File: config.mk
export PLATFORM = sky130hd
export DESIGN_NAME = sram_bus_ctrl_flat
export DESIGN_NICKNAME = d
export VERILOG_FILES = /design/src/rtl/sram_bus_ctrl_if.sv /design/src/rtl/sram_bus_ctrl.sv /design/src/flat_wrapper.sv
export SDC_FILE = /design/constraint.sdc
export NUM_CORES = 1
export LEC_CHECK = 0
export BUFFER_PORTS_ARGS = -buffer_cell sky130_fd_sc_hd__buf_2
export CORE_ASPECT_RATIO = 1.4
export CORE_UTILIZATION = 48
export DETAILED_ROUTE_END_ITERATION = 10
export PLACE_DENSITY = 0.76
export SLEW_MARGIN = 20
export SYNTH_ARGS = -nofsm -noshare
export SYNTH_HDL_FRONTEND = slang
export SYNTH_SLANG_ARGS = --single-unit
File: constraint.sdc
create_clock -name clk -period 2.4 [get_ports clk]
set_clock_uncertainty 0.2 [all_clocks]
set_input_delay 0.48 -clock clk [delete_from_list [all_inputs] [get_ports clk]]
set_output_delay 0.48 -clock clk [all_outputs]
set_load 0.02 [all_outputs]
File: src/rtl/sram_bus_ctrl_if.sv
// Bus bundle for the page-3 async-SRAM controller.
// CPU-side request/response plus the registered SRAM pin group.
interface sram_bus_ctrl_if #(
    parameter int AW = 16,
    parameter int DW = 8
);
    logic          req;
    logic          we;
    logic [AW-1:0] addr;
    logic [DW-1:0] wdata;
    logic [DW-1:0] rdata;
    logic          ready;
    logic          busy;
    logic [AW-1:0] sram_addr;
    logic [DW-1:0] sram_dq_o;
    logic          sram_dq_oe;
    logic [DW-1:0] sram_dq_i;
    logic          sram_ce_n;
    logic          sram_oe_n;
    logic          sram_we_n;

    modport master (
        output req, we, addr, wdata, sram_dq_i,
        input  rdata, ready, busy, sram_addr, sram_dq_o,
        input  sram_dq_oe, sram_ce_n, sram_oe_n, sram_we_n
    );

    modport slave (
        input  req, we, addr, wdata, sram_dq_i,
        output rdata, ready, busy, sram_addr, sram_dq_o,
        output sram_dq_oe, sram_ce_n, sram_oe_n, sram_we_n
    );
endinterface

File: src/rtl/sram_bus_ctrl.sv
// Async-SRAM controller: registered ce_n/oe_n/we_n sequencing with
// programmable read/write wait states and post-write turnaround.
module sram_bus_ctrl #(
    parameter int AW      = 16,
    parameter int DW      = 8,
    parameter int WAIT_RD = 2,
    parameter int WAIT_WR = 2,
    parameter int TURN    = 1
) (
    input  logic             clk,
    input  logic             reset,
    sram_bus_ctrl_if.slave   bus
);

    typedef enum logic [2:0] {
        S_IDLE,
        S_RD,
        S_WR_SETUP,
        S_WR_PULSE,
        S_WR_HOLD,
        S_TURN
    } state_t;

    localparam logic [3:0] RD_LOAD   = 4'(WAIT_RD - 1);
    localparam logic [3:0] WR_LOAD   = 4'(WAIT_WR - 1);
    localparam logic [3:0] TURN_LOAD = 4'(TURN - 1);

    state_t        state_q, state_d;
    logic [3:0]    cnt_q, cnt_d;
    logic          ce_n_q, ce_n_d;
    logic          oe_n_q, oe_n_d;
    logic          we_n_q, we_n_d;
    logic          dq_oe_q, dq_oe_d;
    logic          ready_q, ready_d;
    logic          busy_q, busy_d;
    logic [DW-1:0] rdata_q, rdata_d;
    logic [AW-1:0] addr_q, addr_d;
    logic [DW-1:0] dq_o_q, dq_o_d;

    // Next-state and next-pin values; every pin is taken from a flop.
    always_comb begin
        state_d = state_q;
        cnt_d   = cnt_q;
        ce_n_d  = ce_n_q;
        oe_n_d  = oe_n_q;
        we_n_d  = we_n_q;
        dq_oe_d = dq_oe_q;
        ready_d = 1'b0;
        rdata_d = rdata_q;
        addr_d  = addr_q;
        dq_o_d  = dq_o_q;

        unique case (state_q)
            S_IDLE: begin
                if (bus.req) begin
                    addr_d = bus.addr;
                    dq_o_d = bus.wdata;
                    ce_n_d = 1'b0;
                    if (bus.we) begin
                        state_d = S_WR_SETUP;
                        dq_oe_d = 1'b1;
                        we_n_d  = 1'b1;
                        cnt_d   = WR_LOAD;
                    end else begin
                        state_d = S_RD;
                        oe_n_d  = 1'b0;
                        cnt_d   = RD_LOAD;
                    end
                end
            end
            S_RD: begin
                if (cnt_q == 4'd0) begin
                    rdata_d = bus.sram_dq_i;
                    ready_d = 1'b1;
                    ce_n_d  = 1'b1;
                    oe_n_d  = 1'b1;
                    state_d = S_IDLE;
                end else begin
                    cnt_d = cnt_q - 4'd1;
                end
            end
            S_WR_SETUP: begin
                we_n_d  = 1'b0;
                state_d = S_WR_PULSE;
            end
            S_WR_PULSE: begin
                if (cnt_q == 4'd0) begin
                    we_n_d  = 1'b1;
                    state_d = S_WR_HOLD;
                end else begin
                    cnt_d = cnt_q - 4'd1;
                end
            end
            S_WR_HOLD: begin
                ready_d = 1'b1;
                ce_n_d  = 1'b1;
                dq_oe_d = 1'b0;
                if (TURN == 0) begin
                    state_d = S_IDLE;
                end else begin
                    state_d = S_TURN;
                    cnt_d   = TURN_LOAD;
                end
            end
            S_TURN: begin
                if (cnt_q == 4'd0) begin
                    state_d = S_IDLE;
                end else begin
                    cnt_d = cnt_q - 4'd1;
                end
            end
            default: begin
                state_d = S_IDLE;
            end
        endcase

        busy_d = (state_d != S_IDLE);
    end

    // State and pin registers; reset returns everything to the parked state.
    always_ff @(posedge clk) begin
        if (reset) begin
            state_q <= S_IDLE;
            cnt_q   <= '0;
            ce_n_q  <= 1'b1;
            oe_n_q  <= 1'b1;
            we_n_q  <= 1'b1;
            dq_oe_q <= 1'b0;
            ready_q <= 1'b0;
            busy_q  <= 1'b0;
            rdata_q <= '0;
            addr_q  <= '0;
            dq_o_q  <= '0;
        end else begin
            state_q <= state_d;
            cnt_q   <= cnt_d;
            ce_n_q  <= ce_n_d;
            oe_n_q  <= oe_n_d;
            we_n_q  <= we_n_d;
            dq_oe_q <= dq_oe_d;
            ready_q <= ready_d;
            busy_q  <= busy_d;
            rdata_q <= rdata_d;
            addr_q  <= addr_d;
            dq_o_q  <= dq_o_d;
        end
    end

    assign bus.rdata      = rdata_q;
    assign bus.ready      = ready_q;
    assign bus.busy       = busy_q;
    assign bus.sram_addr  = addr_q;
    assign bus.sram_dq_o  = dq_o_q;
    assign bus.sram_dq_oe = dq_oe_q;
    assign bus.sram_ce_n  = ce_n_q;
    assign bus.sram_oe_n  = oe_n_q;
    assign bus.sram_we_n  = we_n_q;

endmodule
File: src/flat_wrapper.sv
// flat-port wrapper written by rule: the top's interface ports become plain ports
module sram_bus_ctrl_flat 
#(
    parameter int AW      = 16,
    parameter int DW      = 8,
    parameter int WAIT_RD = 2,
    parameter int WAIT_WR = 2,
    parameter int TURN    = 1
)
  (clk, reset, bus_req, bus_we, bus_addr, bus_wdata, bus_sram_dq_i, bus_rdata, bus_ready, bus_busy, bus_sram_addr, bus_sram_dq_o, bus_sram_dq_oe, bus_sram_ce_n, bus_sram_oe_n, bus_sram_we_n);
  sram_bus_ctrl_if #(.AW(AW), .DW(DW)) bus_i ();
  input  logic clk;
  input  logic reset;
  input wire logic [$bits(bus_i.req)-1:0] bus_req;
  input wire logic [$bits(bus_i.we)-1:0] bus_we;
  input wire logic [$bits(bus_i.addr)-1:0] bus_addr;
  input wire logic [$bits(bus_i.wdata)-1:0] bus_wdata;
  input wire logic [$bits(bus_i.sram_dq_i)-1:0] bus_sram_dq_i;
  output wire logic [$bits(bus_i.rdata)-1:0] bus_rdata;
  output wire logic [$bits(bus_i.ready)-1:0] bus_ready;
  output wire logic [$bits(bus_i.busy)-1:0] bus_busy;
  output wire logic [$bits(bus_i.sram_addr)-1:0] bus_sram_addr;
  output wire logic [$bits(bus_i.sram_dq_o)-1:0] bus_sram_dq_o;
  output wire logic [$bits(bus_i.sram_dq_oe)-1:0] bus_sram_dq_oe;
  output wire logic [$bits(bus_i.sram_ce_n)-1:0] bus_sram_ce_n;
  output wire logic [$bits(bus_i.sram_oe_n)-1:0] bus_sram_oe_n;
  output wire logic [$bits(bus_i.sram_we_n)-1:0] bus_sram_we_n;
  assign bus_i.req = bus_req;
  assign bus_i.we = bus_we;
  assign bus_i.addr = bus_addr;
  assign bus_i.wdata = bus_wdata;
  assign bus_i.sram_dq_i = bus_sram_dq_i;
  assign bus_rdata = bus_i.rdata;
  assign bus_ready = bus_i.ready;
  assign bus_busy = bus_i.busy;
  assign bus_sram_addr = bus_i.sram_addr;
  assign bus_sram_dq_o = bus_i.sram_dq_o;
  assign bus_sram_dq_oe = bus_i.sram_dq_oe;
  assign bus_sram_ce_n = bus_i.sram_ce_n;
  assign bus_sram_oe_n = bus_i.sram_oe_n;
  assign bus_sram_we_n = bus_i.sram_we_n;
  sram_bus_ctrl #(.AW(AW), .DW(DW), .WAIT_RD(WAIT_RD), .WAIT_WR(WAIT_WR), .TURN(TURN)) u_core (.clk(clk), .reset(reset), .bus(bus_i));
endmodule
==> results.sh, run 1 <==
export IMPL_status="completed"
export IMPL_grt_max_degree=28
export IMPL_nets=330
export IMPL_hold_path_class="input port to flop"
export IMPL_routed_wl_microns=4060
export IMPL_io_pins=74
export IMPL_total_power_mw=1.97
export IMPL_clk_latency_ns=0.29
export IMPL_insertedDiodeCount=0
export IMPL_max_cap_violations=0
export IMPL_synthesis_area_sq_um=1890
export IMPL_synth_area_per_cell_sq_um=8.44
export IMPL_drt_met1_wl_microns=1700
export IMPL_syn_to_final_growth_pct=25.0
export IMPL_ant_nets=0
export IMPL_period_share_pct=77.6
export IMPL_dpl_hpwl_microns=2890
export IMPL_max_vdd_ir_drop_mv=0.513
export IMPL_die_h_microns=76.3
export IMPL_wl_met3_microns=290
export IMPL_via_per_inst=5.27
export IMPL_drt_initial_drc_count=30
export IMPL_yosysWarnings=0
export IMPL_end_kind="flop"
export IMPL_arrival_ns=1.84
export IMPL_max_slew_margin_pct=58.8
export IMPL_startpoint_type="flop"
export IMPL_drc=0
export IMPL_rsz0062_at_grt="false"
export IMPL_power_density_nw_per_um2=831
export IMPL_grt_pass1_vias=1537
export IMPL_vias=1764
export IMPL_cts_resized=0
export IMPL_cp_required_ns=2.38
export IMPL_grt_usage_pct=20.7
export IMPL_setup_violations=0
export IMPL_wl_per_cell_microns=12.1
export IMPL_cts_tree="built"
export IMPL_hold_viol=0
export IMPL_path_clk_slew_ns=0.08
export IMPL_cts_buffers=5
export IMPL_portBuffers=73
export IMPL_maxSlewViolCount=0
export IMPL_dp_slack_ns=0.498
export IMPL_fin_ws_ns=0.539
export IMPL_cts_sinks=45
export IMPL_highest_layer="met4"
export IMPL_drive_above_1_share_pct=32.4
export IMPL_antenna_found_initial=0
export IMPL_leakagePower_nw=1.08
export IMPL_slowest_stage="or4b_1"
export IMPL_crit_chain="buf_4 -> or4b_1 -> o21ai_0 -> a21oi_1"
export IMPL_dr_pass1_iters=4
export IMPL_core_sq_um=3710
export IMPL_met2_length_microns=2000
export IMPL_async_reset_ff_share_pct=0
export IMPL_cts_hold_buffers_added=0
export IMPL_synth_edf_count=0
export IMPL_path_max_fanout=10
export IMPL_ys_ff_latch=45
export IMPL_grt_overflow_total=0
export IMPL_clk_path_buf_depth=2
export IMPL_synth_cell_types=37
export IMPL_root_buffer="clkbuf_8"
export IMPL_synth_nets=262
export IMPL_ys_seq_area_share_pct=47.7
export IMPL_cts_setup_buffers=0
export IMPL_critPathKind="flop to flop"
export IMPL_dieArea_sq_um=4200
export IMPL_grt_pass1_wl_microns=6560
export IMPL_max_freq_mhz=537
export IMPL_gp_congestion=0.828
export IMPL_worstMarginPinSlew_ns=0.617
export IMPL_r2r_setup_slack_ns=0.54
export IMPL_fin_crit_ns=1.86
export IMPL_max_stage_delay_ns=0.60
export IMPL_placement_rows=26
export IMPL_setup_tns_final_ns=0
export IMPL_htreeDepth=2
export IMPL_ys_flop_type="dfxtp_1"
export IMPL_syn_inst=224
export IMPL_initial_core_util_pct=51.0
export IMPL_dieWidth_microns=55.0
==> flip-flops by register name (all words and copies together), names as in the netlist <==
| signal | cells |
|---|---|
| u_core.bus.sram_dq_oe | 1 |
| u_core.bus.sram_ce_n | 1 |
| u_core.state_q | 3 |
| u_core.bus.busy | 1 |
| u_core.bus.sram_addr | 16 |
| u_core.bus.sram_dq_o | 8 |
| u_core.bus.ready | 1 |
| u_core.bus.sram_we_n | 1 |
| u_core.bus.sram_oe_n | 1 |
| u_core.cnt_q | 4 |
| u_core.bus.rdata | 8 |
==> cell families after synthesis <==
group	after synthesis	synth area share [%]
simple gates	85	22.4
compound gates	62	18.4
flops	45	47.7
buf+inv	25	7.41
mux	5	2.78
fa+ha+maj	2	1.32
==> synthesized netlist by cell type (2+ instances only) <==
cell,count,area [sq um]
o211ai_1,2,15.0
a211o_1,2,17.5
mux2i_1,3,30.0
ha_1,2,25.0
a211oi_1,2,15.0
buf_6,2,22.5
or3_1,2,12.5
mux2_2,2,22.5
nor3_1,4,20.0
nor2b_1,2,12.5
nand2_1,50,188
inv_1,6,22.5
a31oi_1,3,18.8
clkbuf_1,5,18.8
dfxtp_1,45,901
o21ai_0,10,50.1
nand3b_1,2,15.0
nand3_1,10,50.1
buf_2,6,30.0
or4b_1,2,20.0
buf_8,2,30.0
buf_1,3,11.3
nor2_1,5,18.8
a21oi_1,37,185
or2_2,2,12.5
o21a_1,2,15.0
==> layer usage <==
metal	up-vias	track usage [%]
met5	-	0
met4	0	8.25
met3	8	5.59
met2	60	35.1
met1	796	23.3
li1	900	-
==> final timing paths <==
kind                               to  cells after the start               startpoint
max reg2reg       u_core.bus.rdata[3]                      4        u_core.state_q[1]
min          u_core.bus.sram_addr[13]                      3             bus_addr[13]
max               u_core.bus.rdata[3]                      4        u_core.state_q[1]
min reg2reg   u_core.bus.sram_dq_o[4]                      2  u_core.bus.sram_dq_o[4]
==> per-stage QoR <==
stage	hold slack (ns)	std cells	instance area, sq um	util (%)
3_5_place_dp	0.243	327	2240	60.5
6_report	0.214	335	2360	63.7
4_1_cts	0.211	335	2360	63.7
3_3_place_gp	0.239	327	2240	60.5
2_1_floorplan	0.272	224	1890	-
5_1_grt	0.217	335	2360	63.7
==> worst max-delay path, delay by kind of cell, from the launching register on <==
family | cells | cell delay, ns
simple gates | 1 | 0.60
compound gates | 2 | 0.31
flops | 1 | 0.42
buf+inv | 1 | 0.21
==> report_power, final <==
group	total (mW)	switching [mW]	leakage (nW)	internal (mW)
clock network	0.590	0.252	0.0574	0.338
logic	0.495	0.298	0.649	0.197
registers	0.879	0.0568	0.369	0.823
==> cells in the final DEF (no fill, tap or decap), types with 2 or more instances in the layout <==
master,instances
o21ai_0,10
or2_2,2
nor2_1,5
ha_1,2
a31oi_1,3
dfxtp_1,45
buf_2,73
nor2b_1,2
nand3_1,10
or4b_1,2
a211o_1,2
nand3b_1,2
inv_1,6
o211ai_1,2
mux2_2,2
mux2i_1,3
clkbuf_8,6
buf_4,7
nand2_1,50
o21a_1,2
nor3_1,4
a21oi_1,37
a211oi_1,2
or3_1,2
==> area by class of cell <==
| cell class | instances | area [sq um] |
|---|---|---|
| Clock inverter | 2 | 37.5 |
| Multi-Input combinational cell | 154 | 850 |
| Timing Repair Buffer | 80 | 418 |
| Sequential cell | 45 | 901 |
| Fill cell | 337 | 1350 |
| Tap cell | 42 | 52.6 |
| Inverter | 6 | 22.5 |
| Clock buffer | 6 | 82.6 |
Note: power is estimated with default switching activity, not from simulation.
==> run 2: changes to the inputs <==
--- a/config.mk
+++ b/config.mk
@@ -5,11 +5,12 @@
 export SDC_FILE = /design/constraint.sdc
 export NUM_CORES = 1
 export LEC_CHECK = 0
+export ABC_AREA = 1
 export BUFFER_PORTS_ARGS = -buffer_cell sky130_fd_sc_hd__buf_2
 export CORE_ASPECT_RATIO = 1.4
-export CORE_UTILIZATION = 48
+export CORE_UTILIZATION = 43
 export DETAILED_ROUTE_END_ITERATION = 10
-export PLACE_DENSITY = 0.76
+export PLACE_DENSITY = 0.72
 export SLEW_MARGIN = 20
 export SYNTH_ARGS = -nofsm -noshare
 export SYNTH_HDL_FRONTEND = slang
==> constraint.sdc (replaced) <==
create_clock -name clk -period 1.7 [get_ports clk]
set_clock_uncertainty 0.2 [all_clocks]
set_input_delay 0.34 -clock clk [delete_from_list [all_inputs] [get_ports clk]]
set_output_delay 0.34 -clock clk [all_outputs]
set_load 0.02 [all_outputs]
==> results.sh, run 2 <==
export IMPL_max_stage_delay_ns=0.32
export IMPL_clk_path_buf_depth=2
export IMPL_slowest_stage="dfxtp_1"
export IMPL_synthTopCellsByArea="dfxtp_1 50%, nor2_1 15%, nand2_1 5.6%, o21ai_1 5.5%, o21ai_0 5.0%"
export IMPL_antenna_found_initial=0
export IMPL_ant_nets=0
export IMPL_clock_power_share_pct=17.4
export IMPL_timing_rr_start="u_core.cnt_q[1]"
export IMPL_p_sw_share_pct=43.6
export IMPL_hold_viol=0
export IMPL_startpoint_type="flop"
export IMPL_dieArea_sq_um=4490
export IMPL_synth_top_cell_by_area="dfxtp_1"
export IMPL_groute_layer_met3_usage_pct=5.54
export IMPL_htreeDepth=2
export IMPL_cts_setup_buffers=0
export IMPL_cp_endpoint="u_core.bus.rdata[5]"
export IMPL_synth_area_per_cell_sq_um=7.53
export IMPL_max_cap_violations=0
export IMPL_drt_initial_drc_count=84
export IMPL_initial_core_util_pct=45.5
export IMPL_hold_path_class="input port to flop"
export IMPL_setup_tns_final_ns=0
export IMPL_use_met1_pct=21.8
export IMPL_crit_chain="inv_1 -> ha_1 -> nand2_1 -> inv_1 -> nand2_2 -> buf_4 -> o21ai_0 -> nor2_1"
export IMPL_power_density_nw_per_um2=2050
export IMPL_core_sq_um=3990
export IMPL_ys_seq_area_share_pct=49.7
export IMPL_async_reset_ff_share_pct=0
export IMPL_max_freq_mhz=643
export IMPL_cts_sinks=45
export IMPL_final_common_cell="buf_2"
export IMPL_yosysMostFrequentCell="nor2_1"
export IMPL_r2r_setup_slack_ns=0.14
export IMPL_gp_congestion=0.800
export IMPL_synth_nets=279
export IMPL_grt_max_degree=25
export IMPL_violations="DRC"
export IMPL_path_depth=8
export IMPL_arrival_ns=1.55
export IMPL_final_cell_mix="73 x buf_2, 72 x nor2_1, 44 x dfxtp_1, 26 x nand2_1, 20 x o21ai_1"
export IMPL_switchingPower_mw=2.10
export IMPL_leakagePower_nw=1.22
export IMPL_max_slew_margin_pct=82.5
export IMPL_nets=358
export IMPL_clk_latency_ns=0.30
export IMPL_cts_buffers=5
export IMPL_ys_flop_type="dfxtp_1"
export IMPL_cpLargestDelayFamily="buffers and inverters"
export IMPL_drive_above_1_share_pct=30.8
export IMPL_worstReg2RegEnd="u_core.bus.rdata[5]"
export IMPL_reg2reg_depth=8
export IMPL_end_kind="flop"
export IMPL_cts_tree="built"
export IMPL_cts_hold_buffers_added=0
export IMPL_grt_pass1_wl_microns=6880
export IMPL_fin_crit_ns=1.56
export IMPL_grt_pass1_vias=1619
export IMPL_io_pins=74
export IMPL_ys_ff_latch=45
export IMPL_cp_required_ns=1.70
export IMPL_dpl_hpwl_microns=2960
export IMPL_syn_inst=241
export IMPL_placement_rows=27
export IMPL_setup_violations=0
export IMPL_period_share_pct=91.5
export IMPL_synth_edf_count=0
export IMPL_dr_pass1_iters=7
export IMPL_crit_path_frequent_cell="inv_1"
export IMPL_power_frac_seq_pct=34.8
export IMPL_synthesis_area_sq_um=1810
export IMPL_dieWidth_microns=56.9
export IMPL_path_clk_slew_ns=0.08
export IMPL_path_max_fanout=6
export IMPL_status="complete, but fails checks"
export IMPL_insertedDiodeCount=0
export IMPL_crit_path_start="u_core.cnt_q[1]"
export IMPL_rsz0062_at_grt="false"
export IMPL_via_per_inst=4.87
export IMPL_cp_num_buf_inv=3
export IMPL_syn_to_final_growth_pct=29.8
export IMPL_grt_busiest_layer="met2"
export IMPL_max_vdd_ir_drop_mv=1.17
export IMPL_vias=1773
export IMPL_die_h_microns=78.9
export IMPL_total_power_mw=4.83
export IMPL_portBuffers=73
export IMPL_drc=4
export IMPL_grt_overflow_total=0
export IMPL_internal_power_mw=2.73
export IMPL_maxSlewViolCount=0
export IMPL_yosysWarnings=0
export IMPL_final_area_sq_um=2350
export IMPL_grt_use_met2_pct=34.2
export IMPL_root_buffer="clkbuf_8"
export IMPL_wl_per_cell_microns=11.3
export IMPL_largest_reg_flops=16
export IMPL_synth_top_cell_area_share_pct=49.7
export IMPL_grt_usage_pct=19.6
export IMPL_routed_wl_microns=4120
export IMPL_critPathKind="flop to flop"
export IMPL_placed_cell_area_sq_um=2230
export IMPL_combPwrFrac_pct=47.9
export IMPL_synth_cell_types=27
export IMPL_synth_common_cells="72 x nor2_1, 45 x dfxtp_1, 27 x nand2_1"
export IMPL_worstMarginPinSlew_ns=0.262
## run 2: cells by family after synthesis
| kind of cell | synth area share, % |
|---|---|
| flops | 49.7 |
| buf+inv | 7.52 |
| compound gates | 13.8 |
| xor+xnor | 0.483 |
| fa+ha+maj | 1.38 |
| simple gates | 27.2 |
## run 2: routing by layer
metal | part of all wire, % | wire length, microns
met5 | 0 | 0
met4 | 1.6 | 64
met3 | 5.5 | 228
met2 | 49 | 2010
met1 | 44 | 1810
## run 2: worst min-delay path by stage
stage                              start                       end  slack, ns  depth (start not counted)
finish                       bus_addr[0]   u_core.bus.sram_addr[0]       0.06                          3
global route                bus_addr[10]  u_core.bus.sram_addr[10]       0.06                          3
CTS                          bus_addr[2]   u_core.bus.sram_addr[2]       0.06                          3
detailed placement  u_core.bus.sram_ce_n      u_core.bus.sram_ce_n       0.24                          2
global placement    u_core.bus.sram_ce_n      u_core.bus.sram_ce_n       0.24                          2
floorplan                u_core.cnt_q[1]           u_core.cnt_q[1]       0.26                          2
## run 2: worst reg2reg max path, stage by stage (launching register included)
cell and delay (ns):
dfxtp_1 0.32, inv_1 0.08, ha_1 0.17, nand2_1 0.09, inv_1 0.11, nand2_2 0.10, buf_4 0.17, o21ai_0 0.16
nor2_1 0.06
## run 2: area by class of cell
cell class	count	area, sq um
Timing Repair Buffer	81	425
Sequential cell	45	902
Clock buffer	6	82.6
Clock inverter	2	37.5
Tap cell	43	53.8
Multi-Input combinational cell	168	779
Inverter	19	73.8
Fill cell	360	1630
## run 2: power by group through the flow
stage	Combinational (mW)	Clock, mW	Sequential [mW]
2_1_floorplan	1.30	0	2.07
3_3_place_gp	2.27	0	1.68
3_5_place_dp	2.30	0	1.69
4_1_cts	2.30	0.861	1.68
5_1_grt	2.60	0.899	1.73
6_report	2.31	0.838	1.68
## run 2: what timing repair did
action | 4_1_cts | 5_1_grt
endpoints found under the setup margin | 0 | 11
endpoints found under the hold margin | 0 | 0
gates resized for setup | 0 | 5
## run 2: stage by stage
stage	setup WS [ns]	instances	hold slack, ns	utilization [%]
3_5_place_dp	0.128	356	0.242	55.9
4_1_cts	0.107	364	0.0571	58.9
3_3_place_gp	0.180	356	0.236	55.9
5_1_grt	0.0110	364	0.0647	59.1
6_report	0.144	364	0.0617	59.1
2_1_floorplan	0.201	241	0.259	-
